<file path="src/rtl/plic_gen.sv">
// Platform-level interrupt controller: N gated sources with priority, enable and
// edge/level mode, a global threshold, and claim/complete over a single-cycle slave port.
module plic_gen #(
    parameter int NSRC        = 8,
    parameter int PRIO_W      = 3,
    parameter int SYNC_STAGES = 2
) (
    input  logic              clk,
    input  logic              rst,
    input  logic [NSRC-1:0]   src,
    input  logic              req,
    input  logic              we,
    input  logic [7:0]        addr,
    input  logic [31:0]       wdata,
    output logic [31:0]       rdata,
    output logic              ack,
    output logic              irq_ext
);

    localparam logic [31:0] SRC_MASK = 32'(((64'd1 << NSRC) - 64'd1) << 1);

    localparam logic [5:0] W_PEND  = 6'h20;
    localparam logic [5:0] W_EN    = 6'h21;
    localparam logic [5:0] W_MODE  = 6'h22;
    localparam logic [5:0] W_THR   = 6'h23;
    localparam logic [5:0] W_CLAIM = 6'h24;

    logic [NSRC-1:0]   src_s;
    logic [NSRC-1:0]   src_d;
    logic [31:0]       src_v, edg_v;
    logic [31:0]       pend, en, mode, insvc;
    logic [PRIO_W-1:0] thr;
    logic [PRIO_W-1:0] prio [1:NSRC];

    logic [31:0]       cand;
    logic [4:0]        win;
    logic [PRIO_W-1:0] best;
    logic [31:0]       rd_val;
    logic [31:0]       claim_vec, cmp_vec, lvl_set, edge_set;
    logic [5:0]        word;
    logic              req_ok, wr, rd;
    logic              unused_addr;

    generate
        if (SYNC_STAGES == 0) begin : g_nosync
            assign src_s = src;
        end else begin : g_sync
            logic [SYNC_STAGES-1:0][NSRC-1:0] sync_q;
            always_ff @(posedge clk or posedge rst) begin
                if (rst) begin
                    sync_q <= '0;
                end else begin
                    sync_q[0] <= src;
                    for (int i = 1; i < SYNC_STAGES; i++) sync_q[i] <= sync_q[i-1];
                end
            end
            assign src_s = sync_q[SYNC_STAGES-1];
        end
    endgenerate

    assign unused_addr = ^addr[1:0];
    assign word   = addr[7:2];
    // A request overlapping a pending ack is dropped.
    assign req_ok = req & ~ack;
    assign wr     = req_ok & we;
    assign rd     = req_ok & ~we;

    assign src_v    = 32'({src_s, 1'b0});
    assign edg_v    = 32'({src_s & ~src_d, 1'b0});
    assign lvl_set  = src_v & ~mode & ~insvc;
    assign edge_set = edg_v & mode;

    // Strict '>' while scanning upward keeps the lowest ID on equal priority.
    always_comb begin
        cand = '0;
        win  = '0;
        best = '0;
        for (int i = 1; i <= NSRC; i++) begin
            cand[i] = pend[i] & en[i] & (prio[i] > thr);
            if (cand[i] && (prio[i] > best)) begin
                win  = 5'(i);
                best = prio[i];
            end
        end
    end

    assign claim_vec = (rd && word == W_CLAIM) ? ((32'd1 << win) & SRC_MASK) : '0;
    assign cmp_vec   = (wr && word == W_CLAIM) ? ((32'd1 << wdata[4:0]) & insvc & en) : '0;

    always_comb begin
        rd_val = '0;
        case (word)
            W_PEND:  rd_val = pend;
            W_EN:    rd_val = en;
            W_MODE:  rd_val = mode;
            W_THR:   rd_val = 32'(thr);
            W_CLAIM: rd_val = 32'(win);
            default: begin
                for (int i = 1; i <= NSRC; i++)
                    if (word == 6'(i)) rd_val = 32'(prio[i]);
            end
        endcase
    end

    always_ff @(posedge clk or posedge rst) begin
        if (rst) begin
            src_d   <= '0;
            ack     <= 1'b0;
            rdata   <= '0;
            irq_ext <= 1'b0;
            pend    <= '0;
            insvc   <= '0;
            en      <= '0;
            mode    <= '0;
            thr     <= '0;
            for (int i = 1; i <= NSRC; i++) prio[i] <= '0;
        end else begin
            src_d   <= src_s;
            ack     <= req_ok;
            rdata   <= rd ? rd_val : '0;
            irq_ext <= |cand;
            // A fresh edge outranks a same-cycle claim of that ID.
            pend    <= (((pend | lvl_set) & ~claim_vec) | edge_set) & SRC_MASK;
            insvc   <= (insvc & ~cmp_vec) | claim_vec;
            if (wr) begin
                case (word)
                    W_EN:   en   <= wdata & SRC_MASK;
                    W_MODE: mode <= wdata & SRC_MASK;
                    W_THR:  thr  <= wdata[PRIO_W-1:0];
                    default: begin
                        for (int i = 1; i <= NSRC; i++)
                            if (word == 6'(i)) prio[i] <= wdata[PRIO_W-1:0];
                    end
                endcase
            end
        end
    end

endmodule

</file>
<file path="config.mk">
export PLATFORM = sky130hd
export DESIGN_NAME = plic_gen
export DESIGN_NICKNAME = d
export VERILOG_FILES = /design/src/rtl/plic_gen.sv
export SDC_FILE = /design/constraint.sdc
export NUM_CORES = 1
export LEC_CHECK = 0
export ABC_AREA = 1
export ABC_CLOCK_PERIOD_IN_PS = 19450
export CAP_MARGIN = 20
export CORE_ASPECT_RATIO = 0.7
export CORE_MARGIN = 8
export CORE_UTILIZATION = 55
export CTS_BUF_LIST = sky130_fd_sc_hd__clkbuf_4 sky130_fd_sc_hd__clkbuf_8
export DETAILED_ROUTE_END_ITERATION = 8
export PLACE_DENSITY = 0.91
export SLEW_MARGIN = 25
export SYNTH_ARGS = -nofsm -noshare
export SYNTH_HDL_FRONTEND = slang
export SYNTH_SLANG_ARGS = --single-unit
</file>
<file path="constraint.sdc">
create_clock -name clk -period 19.45 [get_ports clk]
set_input_delay 5.835 -clock clk [delete_from_list [all_inputs] [get_ports clk]]
set_output_delay 5.835 -clock clk [all_outputs]
set_load 0.05 [all_outputs]
</file>
==> results of run 1 <==
==> worst paths after layout <==
kind | to | slack (ns) | depth (start not counted)
worst max-delay path | pend[2]$_DFF_PP0_ | 8.94 | 61
worst min-delay path | src_s[5]$_DFF_PP0_ | 0.36 | 0
worst max register to register | pend[2]$_DFF_PP0_ | 8.94 | 61
worst min register to register | src_s[5]$_DFF_PP0_ | 0.36 | 0
max in group asynchronous | prio[7]$_DFFE_PP0P_ | 12.79 | 3
min in group asynchronous | rdata[0]$_DFF_PP0_ | 5.73 | 2
==> through the flow <==
stage / instance area, um2 / setup slack (ns) / power (W)
CTS: 6320 / 9.12 / 0.000425
detailed placement: 6110 / 9.27 / 0.000293
global placement: 6110 / 9.47 / 0.000289
finish: 6320 / 8.94 / 0.000424
global route: 6320 / 8.17 / 0.000444
floorplan: 5750 / 10.72 / 0.000274
==> cell families (layout without fill, tap and decap cells) <==
family                     count (synthesis)  count (layout)  share of synthesized area
and+or+nand+nor                          301             301                      0.260
DFF                                       94              94                      0.415
AOI/OAI and AO/OA                        131             131                      0.137
adders and majority gates                 40              40                     0.0883
buffers and inverters                    127             154                     0.0993
other                                      1              23                   0.000661
==> synthesized netlist by cell type (all sizes together) <==
| cell type | count |
|---|---|
| a211oi | 3 |
| dfrtp | 94 |
| a21oi | 24 |
| nand2 | 176 |
| a21boi | 1 |
| inv | 98 |
| nor3 | 9 |
| a31oi | 1 |
| conb | 1 |
| o21ai | 72 |
| o2111ai | 2 |
| buf | 23 |
| a22o | 1 |
| nand3 | 42 |
| ha | 40 |
| a21o | 1 |
| a22oi | 1 |
| clkinv | 1 |
| nand4 | 8 |
| o41ai | 2 |
| nor2 | 57 |
| o211ai | 4 |
| o22ai | 4 |
| a221oi | 2 |
| nor4 | 1 |
| clkbuf | 5 |
| o221ai | 3 |
| or2 | 1 |
| o21bai | 3 |
| nand3b | 7 |
| o31ai | 6 |
| o2bb2ai | 1 |
==> cell type report <==
type / count / area share
Timing Repair Buffer: 39 / 0.0616
Sequential cell: 94 / 0.372
Clock buffer: 9 / 0.0196
Tap cell: 132 / 0.0261
Inverter: 99 / 0.0592
Multi-Input combinational cell: 495 / 0.449
Clock inverter: 7 / 0.0127
==> per-layer routing <==
| layer | vias to the layer above | part of all wire | wire [um] | global-route usage |
|---|---|---|---|---|
| met5 | - | 0 | 0 | 0 |
| met4 | 0 | 0.024 | 350 | 0.0715 |
| met3 | 41 | 0.11 | 1640 | 0.0598 |
| met2 | 267 | 0.44 | 6440 | 0.326 |
| met1 | 2342 | 0.43 | 6260 | 0.315 |
| li1 | 2334 | - | - | - |
==> worst max-delay path, delay by kind of cell (launching register included) <==
| kind | cells | cell delay (ns) |
|---|---|---|
| AO/OA/AOI/OAI | 11 | 2.08 |
| adder cells (fa/ha/maj) | 8 | 2.36 |
| buffers and inverters | 8 | 1.26 |
| flip-flops | 1 | 0.41 |
| AND/OR/NAND/NOR | 34 | 4.36 |
==> power breakdown <==
part | switching (W) | internal, W | total (W)
clock network | 0.0000826 | 0.0000508 | 0.000133
logic | 0.0000512 | 0.0000256 | 0.0000768
registers | 0.00000953 | 0.000204 | 0.000214
==> state kept, by name (all words and copies together), names as in the netlist <==
name	count
ack	1
en	8
g_sync.sync_q	8
insvc	8
irq_ext	1
mode	8
pend	8
prio	24
rdata	9
src_d	8
src_s	8
thr	3
==> impl_metrics.csv, run 1 <==
group,metric,value,unit
run_status,status,"complete, no violations",
place,dpl.hpwl,11.3,mm
clocking,clockBufferDepth,2,
power,p_per_area,67.0,mW/mm2
die,ios,86,
synth,yosys-top-cells-area,"dfrtp_1 41%, nand2_1 10%, ha_1 8.8%",
global_routing,grt_pass1_wl,24.0,mm
clocking,htree_levels,3,
timing,period_share,0.540,
critical_path,slowest_delay,0.65,ns
timing,fin_crit,10.51,ns
critical_path,start_kind,"register",
clocking,cts_hold_buf,0,
synth,ys_types,44,
critical_path,path_class,"reg -> reg",
critical_path,worst_ep_required_time,19.78,ns
global_routing,grt_pass1_vias,4636,
routing,num_vias,4984,
clocking,cts_tree,"done",
synth,synthesis.area,0.00567,mm2
timing,fmax,0.0952,GHz
timing,drv_slew,0,
routing,antenna_left,0,
global_routing,antenna_found_initial,0,
die,die_w,137,um
timing,tightest_slew,0.799,ns
critical_path,cp_common_cell,"nand2_1",
timing,whs,0.359,ns
synth,ys_seq_area_frac,0.415,
cells_and_area,multi_input_area,0.00284,mm2
critical_path,crit_start,"thr[2]$_DFFE_PP0P_",
run,cap_violations,0,
clocking,path_clk_slew,0.10,ns
clocking,clkLatencyLatePin,0.39,ns
synth,syn-instance-count,694,
clocking,cts_root_buffer,"clkbuf_8",
cells_and_area,final_cells,875,
routing,viasPerCell,5.70,
routing,avgRoutedWirePerCell,16.8,um
cells_and_area,drive_above_1_share,0.0942,
timing,clock_skew,0.0189,ns
cells_and_area,final_common_cell,"nand2_1",
place,place_congestion,0.981,
synth,netlist.top_cell.by_area,"dfrtp_1",
synth,ys_seq_elements,94,
synth,yosysWarnings,0,
die,die_h,101,um
synth,avgSynthCellArea,8.17,um2
power,ir_worst_vdd,0.0454,mV
cells_and_area,fillers,869,
routing,drt_wl_total,14.7,mm
place,io_buffer_count,37,
clocking,numCtsBuffers,9,
power,power.static_leakage,3.10,nW
die,row_count,31,
clocking,cts.sinks,94,
routing,drc,0,
global_routing,grt_max_degree,76,
critical_path,worstPathMaxFanout,10,
cells_and_area,final-seq-area,0.00235,mm2
place,dp.cells,859,
critical_path,crit_path_end_kind,"register",
timing,setup_violations,0,
clocking,cts-resized-gates,0,
clocking,cts_setup_buffers,0,
routing,first_iter_violations,667,
cells_and_area,layout.nets,830,
cells_and_area,postLayoutCoreUtil,0.620,
timing,relSlewSlack,0.463,
cells_and_area,n_antenna_cell,0,
critical_path,worstPathArrival,10.84,ns
die,core-area,0.0102,mm2
global_routing,overflow,0,
routing,drtPass1Iterations,5,
critical_path,slowest_stage,"nor3_1",
timing,hold_viol_final,0,
synth,netlist.area_leader.share,0.415,
die,dieArea,0.0139,mm2
timing,rsz0062_at_grt,"false",
critical_path,reg2reg_from,"thr[2]$_DFFE_PP0P_",
min_path,hp-class,"reg -> reg",
timing,tns,0,ns
cells_and_area,area_delta_synth_final,11.5,%
min_path,min_from,"g_sync.sync_q[5]$_DFF_PP0_",
cells_and_area,mostFrequentLayoutCells,"157 x nand2_1, 94 x dfrtp_1, 93 x inv_1, 66 x o21ai_0, 46 x nor2_1",
die,initial_core_util,0.556,
global_routing,track_usage,0.224,
Note: power is estimated with default switching activity, not from simulation.
==> run 2: changes to the inputs <==
- ABC_CLOCK_PERIOD_IN_PS: 19450 -> 9000
- CORE_UTILIZATION: 55 -> 51
- PLACE_DENSITY: 0.91 -> 0.89
- clock period: 19.45 -> 9 ns (I/O delays scaled with it)
==> run 2 against run 1 <==
Against the previous run: via count rose by 2.9%; total power increased by 130%; sequential share of layout area shrank 2.4 points; critical endpoint is now rdata[2]$_DFF_PP0_; combinational power grew to 2.5 times the previous value; routed wire length is 7.0% higher; design area increased by 7.1%; global-route usage decreased by 1.7 points; final cell count up 5.7%; clock skew is 0.0088 ns lower; count of clock-buffer cells in the layout grew 1.
==> impl_metrics.csv, run 2 (synthesis results as in run 1) <==
group,metric,value,unit
critical_path,r2r_setup_slack,0.31,ns
run_status,status,"complete, no violations",
timing,drv_slew,0,
clocking,cts_hold_buf,0,
cells_and_area,n_antenna_cell,0,
timing,period_share,0.966,
cells_and_area,final_common_cell,"nand2_1",
global_routing,antenna_found_initial,0,
die,core-area,0.0109,mm2
routing,first_iter_violations,640,
critical_path,crit_family,"simple AND/OR/NAND/NOR gates",
cells_and_area,final_cells,925,
routing,wl_met2,7.02,mm
min_path,hp-class,"reg -> reg",
routing,top_layer,"met4",
routing,num_vias,5127,
cells_and_area,mostFrequentLayoutCells,"150 x nand2_1, 92 x dfrtp_1, 87 x inv_1, 62 x o21ai_0, 44 x nor2_1",
critical_path,cp.depth,58,
global_routing,grt_pass1_wl,24.3,mm
critical_path,r2r_cells,58,
power,power.static_leakage,3.26,nW
routing,met3_length,1.67,mm
clocking,clockBufferDepth,2,
critical_path,reg2reg_from,"thr[2]$_DFFE_PP0P_",
cells_and_area,fin_area,0.00677,mm2
routing,antenna_left,0,
place,io_buffer_count,37,
run,cap_violations,0,
clocking,path_clk_slew,0.10,ns
critical_path,slowest_stage,"dfrtp_1",
timing,tightest_slew,0.715,ns
critical_path,crit_end,"rdata[2]$_DFF_PP0_",
place,placed_cell_area,0.00622,mm2
critical_path,crit_start,"thr[2]$_DFFE_PP0P_",
timing,relSlewSlack,0.522,
routing,drtPass1Iterations,6,
cells_and_area,largest_register_ffs,24,
global_routing,grt_max_degree,56,
die,die_h,104,um
timing,clock_skew,0.0102,ns
clocking,cts_root_buffer,"clkbuf_8",
die,ios,86,
critical_path,r2r_end,"rdata[2]$_DFF_PP0_",
die,dieArea,0.0148,mm2
power,ir_worst_vdd,0.103,mV
clocking,cts.sinks,94,
critical_path,slowest_delay,0.45,ns
timing,fin_crit,8.69,ns
routing,viasPerCell,5.54,
clocking,clkLatencyLatePin,0.38,ns
critical_path,cp_common_cell,"ha_1",
timing,fmax,0.115,GHz
cells_and_area,largestRegisters,"prio: 24 flops, rdata: 9 flops",
routing,drt_wl_total,15.7,mm
critical_path,worstPathMaxFanout,7,
routing,avgRoutedWirePerCell,17.0,um
critical_path,worst_ep_required_time,9.25,ns
min_path,min_from,"g_sync.sync_q[7]$_DFF_PP0_",
power,p_per_area,142,mW/mm2
routing,wl_met1,6.69,mm
critical_path,crit_path_end_kind,"register",
place,dp.cells,891,
cells_and_area,area_delta_synth_final,19.4,%
global_routing,track_usage,0.207,
critical_path,path_class,"reg -> reg",
critical_path,crit_buf_inv,5,
place,dpl.hpwl,11.6,mm
critical_path,worstPathArrival,8.95,ns
timing,worst_slack,0.306,ns
cells_and_area,layout.nets,859,
routing,drc,0,
clocking,cts_tree,"done",
critical_path,start_kind,"register",
die,die_w,142,um
timing,setup_violations,0,
clocking,numCtsBuffers,9,
die,initial_core_util,0.519,
die,row_count,32,
place,place_congestion,1.02,
global_routing,overflow,0,
cells_and_area,drive_above_1_share,0.171,
cells_and_area,regMostFlops,"prio",
clocking,htree_levels,3,
global_routing,grt_pass1_vias,4770,
place,dpl_worst_slack,-0.226,ns
power,finalPower,0.000964,W
timing,hold_viol_final,0,
-- run 2: how the worst min path moves through the flow --
stage | endpoint | slack (ns) | depth (start not counted)
after detailed placement | src_s[7]$_DFF_PP0_ | 0.33 | 0
final | src_s[7]$_DFF_PP0_ | 0.35 | 0
after global routing | src_s[0]$_DFF_PP0_ | 0.37 | 0
after CTS | src_s[7]$_DFF_PP0_ | 0.35 | 0
after global placement | src_s[4]$_DFF_PP0_ | 0.33 | 0
after floorplan | src_s[0]$_DFF_PP0_ | 0.33 | 0
-- run 2: worst register-to-register path, delay by kind of cell (launching register included) --
family | cells | cell delay, ns
AND/OR/NAND/NOR | 33 | 3.61
buffers and inverters | 5 | 0.45
adder cells (fa/ha/maj) | 8 | 2.44
AO/OA/AOI/OAI | 12 | 1.62
flip-flops | 1 | 0.45
-- run 2: layout make-up --
| cell class | count | area, um2 |
|---|---|---|
| Multi-Input combinational cell | 495 | 3020 |
| Fill cell | 912 | 4160 |
| Tap cell | 153 | 191 |
| Inverter | 99 | 374 |
| Timing Repair Buffer | 68 | 603 |
| Clock buffer | 10 | 138 |
| Clock inverter | 6 | 86.3 |
| Sequential cell | 94 | 2350 |
-- run 2: repair_timing --
item / CTS / global route
setup buffers: 0 / 18
pin swaps: 0 / 25
resized for setup: 3 / 44
setup endpoints to repair: 19 / 20
-- run 2: per-stage QoR --
| stage | util | TNS (ns) | hold WS [ns] |
|---|---|---|---|
| 4_1_cts | 0.590 | 0 | 0.352 |
| 2_1_floorplan | - | 0 | 0.331 |
| 3_5_place_dp | 0.569 | -2.89 | 0.335 |
| 5_1_grt | 0.619 | -1.00 | 0.369 |
| 6_report | 0.619 | 0 | 0.354 |
| 3_3_place_gp | 0.569 | 0 | 0.333 |
-- run 2: where the power goes --
part,leakage (nW),internal (W),switching (W),total [W]
Sequential,1.20,0.000441,0.0000198,0.000461
Combinational,1.95,0.0000677,0.000125,0.000192
Clock,0.114,0.000144,0.000167,0.000311
Total,3.26,0.000653,0.000311,0.000964
-- run 2: layer usage --
layer | vias to the layer above | track usage
met5 | - | 0
met4 | 0 | 0.0588
met3 | 42 | 0.0633
met2 | 254 | 0.304
met1 | 2444 | 0.286
li1 | 2387 | -
==> run 3: changes to the inputs <==
- ABC_CLOCK_PERIOD_IN_PS: 9000 -> not set
- CORE_MARGIN: 8 -> not set
==> run 3 against run 2 <==
Against the previous run: sequential share of layout area is 0.20 points higher; clock skew is 0.0023 ns higher; final cell count is 0.76% lower; total power is 2.0% lower; flip-flop and latch count stayed put; routed wire length is 3.8% lower; setup slack better by 0.10 ns; first-iteration DRC count is 21% lower; highest routed layer unchanged; worst hold slack hardly changed; critical path depth is 7 higher; maximum frequency is 1.2% higher; critical path type unchanged; combinational power is 3% lower.
==> impl_metrics.csv, run 3 (synthesis results as in run 1) <==
group,metric,value,unit
critical_path,slowest_stage,"dfrtp_1",
min_path,holdPathStages,0,
cells_and_area,largestRegisters,"prio: 24 flops, rdata: 9 flops",
critical_path,path_class,"reg -> reg",
min_path,min_from,"g_sync.sync_q[0]$_DFF_PP0_",
routing,viasPerCell,5.56,
global_routing,grt_pass1_vias,4760,
cells_and_area,layout.nets,857,
cells_and_area,fillers,901,
clocking,clockBufferDepth,2,
global_routing,grt_pass1_wl,23.7,mm
global_routing,overflow,0,
timing,setup_violations,0,
timing,drv_slew,0,
cells_and_area,largest_register_ffs,24,
critical_path,r2r_end,"pend[2]$_DFF_PP0_",
timing,fmax,0.116,GHz
critical_path,crit_path_end_kind,"register",
global_routing,antenna_found_initial,0,
min_path,whs_endpoint,"src_s[0]$_DFF_PP0_",
timing,tightest_slew,0.700,ns
timing,clock_skew,0.0124,ns
power,ir_worst_vdd,0.114,mV
critical_path,r2r_setup_slack,0.41,ns
critical_path,r2r_cells,65,
critical_path,worstPathMaxFanout,8,
clocking,numCtsBuffers,9,
timing,period_share,0.955,
routing,first_iter_violations,505,
power,p_per_area,141,mW/mm2
die,die_h,90.2,um
routing,drt_wl_total,15.1,mm
die,die_w,128,um
timing,tns,0,ns
cells_and_area,n_antenna_cell,0,
global_routing,grt_max_degree,54,
clocking,clkLatencyLatePin,0.38,ns
timing,relSlewSlack,0.532,
global_routing,track_usage,0.269,
power,power.static_leakage,3.25,nW
critical_path,worst_ep_required_time,9.27,ns
routing,avgRoutedWirePerCell,16.5,um
critical_path,slowest_delay,0.40,ns
run_status,status,"complete, no violations",
cells_and_area,regMostFlops,"prio",
power,finalPower,0.000945,W
place,dpl.hpwl,11.3,mm
routing,num_vias,5106,
critical_path,worstPathArrival,8.86,ns
place,io_buffer_count,37,
die,ios,86,
cells_and_area,drive_above_1_share,0.166,
critical_path,reg2reg_from,"thr[2]$_DFFE_PP0P_",
run,cap_violations,0,
die,initial_core_util,0.535,
cells_and_area,final_common_cell,"nand2_1",
cells_and_area,area_delta_synth_final,18.6,%
timing,fin_crit,8.59,ns
cells_and_area,mostFrequentLayoutCells,"150 x nand2_1, 94 x dfrtp_1, 87 x inv_1, 61 x o21ai_0, 45 x nor2_1",
min_path,hp-class,"reg -> reg",
die,row_count,31,
cells_and_area,final-seq-area,0.00235,mm2
critical_path,cp_common_cell,"nand2_1",
critical_path,start_kind,"register",
clocking,cts_tree,"done",
routing,antenna_left,0,
clocking,path_clk_slew,0.09,ns
timing,hold_viol_final,0,
die,core-area,0.0106,mm2
cells_and_area,multi_input_area,0.00301,mm2
clocking,htree_levels,3,
clocking,cts.sinks,94,
routing,drc,0,
place,place_congestion,1.02,
die,dieArea,0.0115,mm2
routing,drtPass1Iterations,6,
clocking,cts_root_buffer,"clkbuf_8",
[run 3: changes by cell type in the layout (fill, tap and decap cells not counted), sizes merged]
cell	delta
buf	-2
clkinv	+2
inv	-3
clkbuf	+1
[run 3: power breakdown]
| part | leakage (nW) | total (W) | switching, W | internal (W) |
|---|---|---|---|---|
| combinational | 1.94 | 0.000186 | 0.000120 | 0.0000653 |
| clock | 0.108 | 0.000299 | 0.000157 | 0.000142 |
| sequential | 1.20 | 0.000460 | 0.0000193 | 0.000441 |
[run 3: metal layers]
layer,vias to the layer above,global-route usage,share of wire
li1,2381,-,-
met4,0,0.0706,0.015
met3,30,0.0792,0.11
met2,266,0.405,0.45
met5,-,0,0
met1,2429,0.376,0.42
[run 3: worst max path at each step]
stage                             startpoint                 end  cells after the start
after global routing      thr[1]$_DFFE_PP0P_   pend[2]$_DFF_PP0_                     66
after detailed placement  thr[2]$_DFFE_PP0P_   pend[2]$_DFF_PP0_                     62
final                     thr[2]$_DFFE_PP0P_   pend[2]$_DFF_PP0_                     65
after global placement    thr[2]$_DFFE_PP0P_   pend[2]$_DFF_PP0_                     62
after floorplan           thr[2]$_DFFE_PP0P_  insvc[3]$_DFF_PP0_                     63
after CTS                 thr[2]$_DFFE_PP0P_   pend[7]$_DFF_PP0_                     65
[run 3: repair_timing]
| item | CTS | global route |
|---|---|---|
| hold endpoints to repair | 0 | 0 |
| resized for setup | 3 | 40 |
| pin swaps | 0 | 17 |
| hold buffers | 0 | 0 |
| endpoints found under the setup margin | 13 | 20 |
| setup buffers | 0 | 11 |
[run 3: cell type report]
type / instances / area share
Multi-Input combinational cell: 495 / 0.448
Sequential cell: 94 / 0.350
Timing Repair Buffer: 66 / 0.0875
Inverter: 99 / 0.0557
Tap cell: 148 / 0.0276
Clock buffer: 11 / 0.0216
Clock inverter: 5 / 0.00968
[run 3: worst max-delay path: cells and delay by family, from the launching register on]
family          cells  cell delay [ns]
flops               1             0.40
buf+inv            10             1.03
simple gates       36             3.52
fa+ha+maj           8             2.29
compound gates     11             1.26
[run 3: through the flow]
step                       util  area [um2]  setup WS, ns  hold WS, ns  std cells
after floorplan               -        5750         0.272        0.331        716
after global placement    0.591        6250         0.192        0.332        891
after detailed placement  0.591        6250       -0.0843        0.335        891
after CTS                 0.611        6470        0.0497        0.355        907
after global routing      0.635        6720        -0.173        0.363        918
final                     0.635        6720         0.407        0.354        918
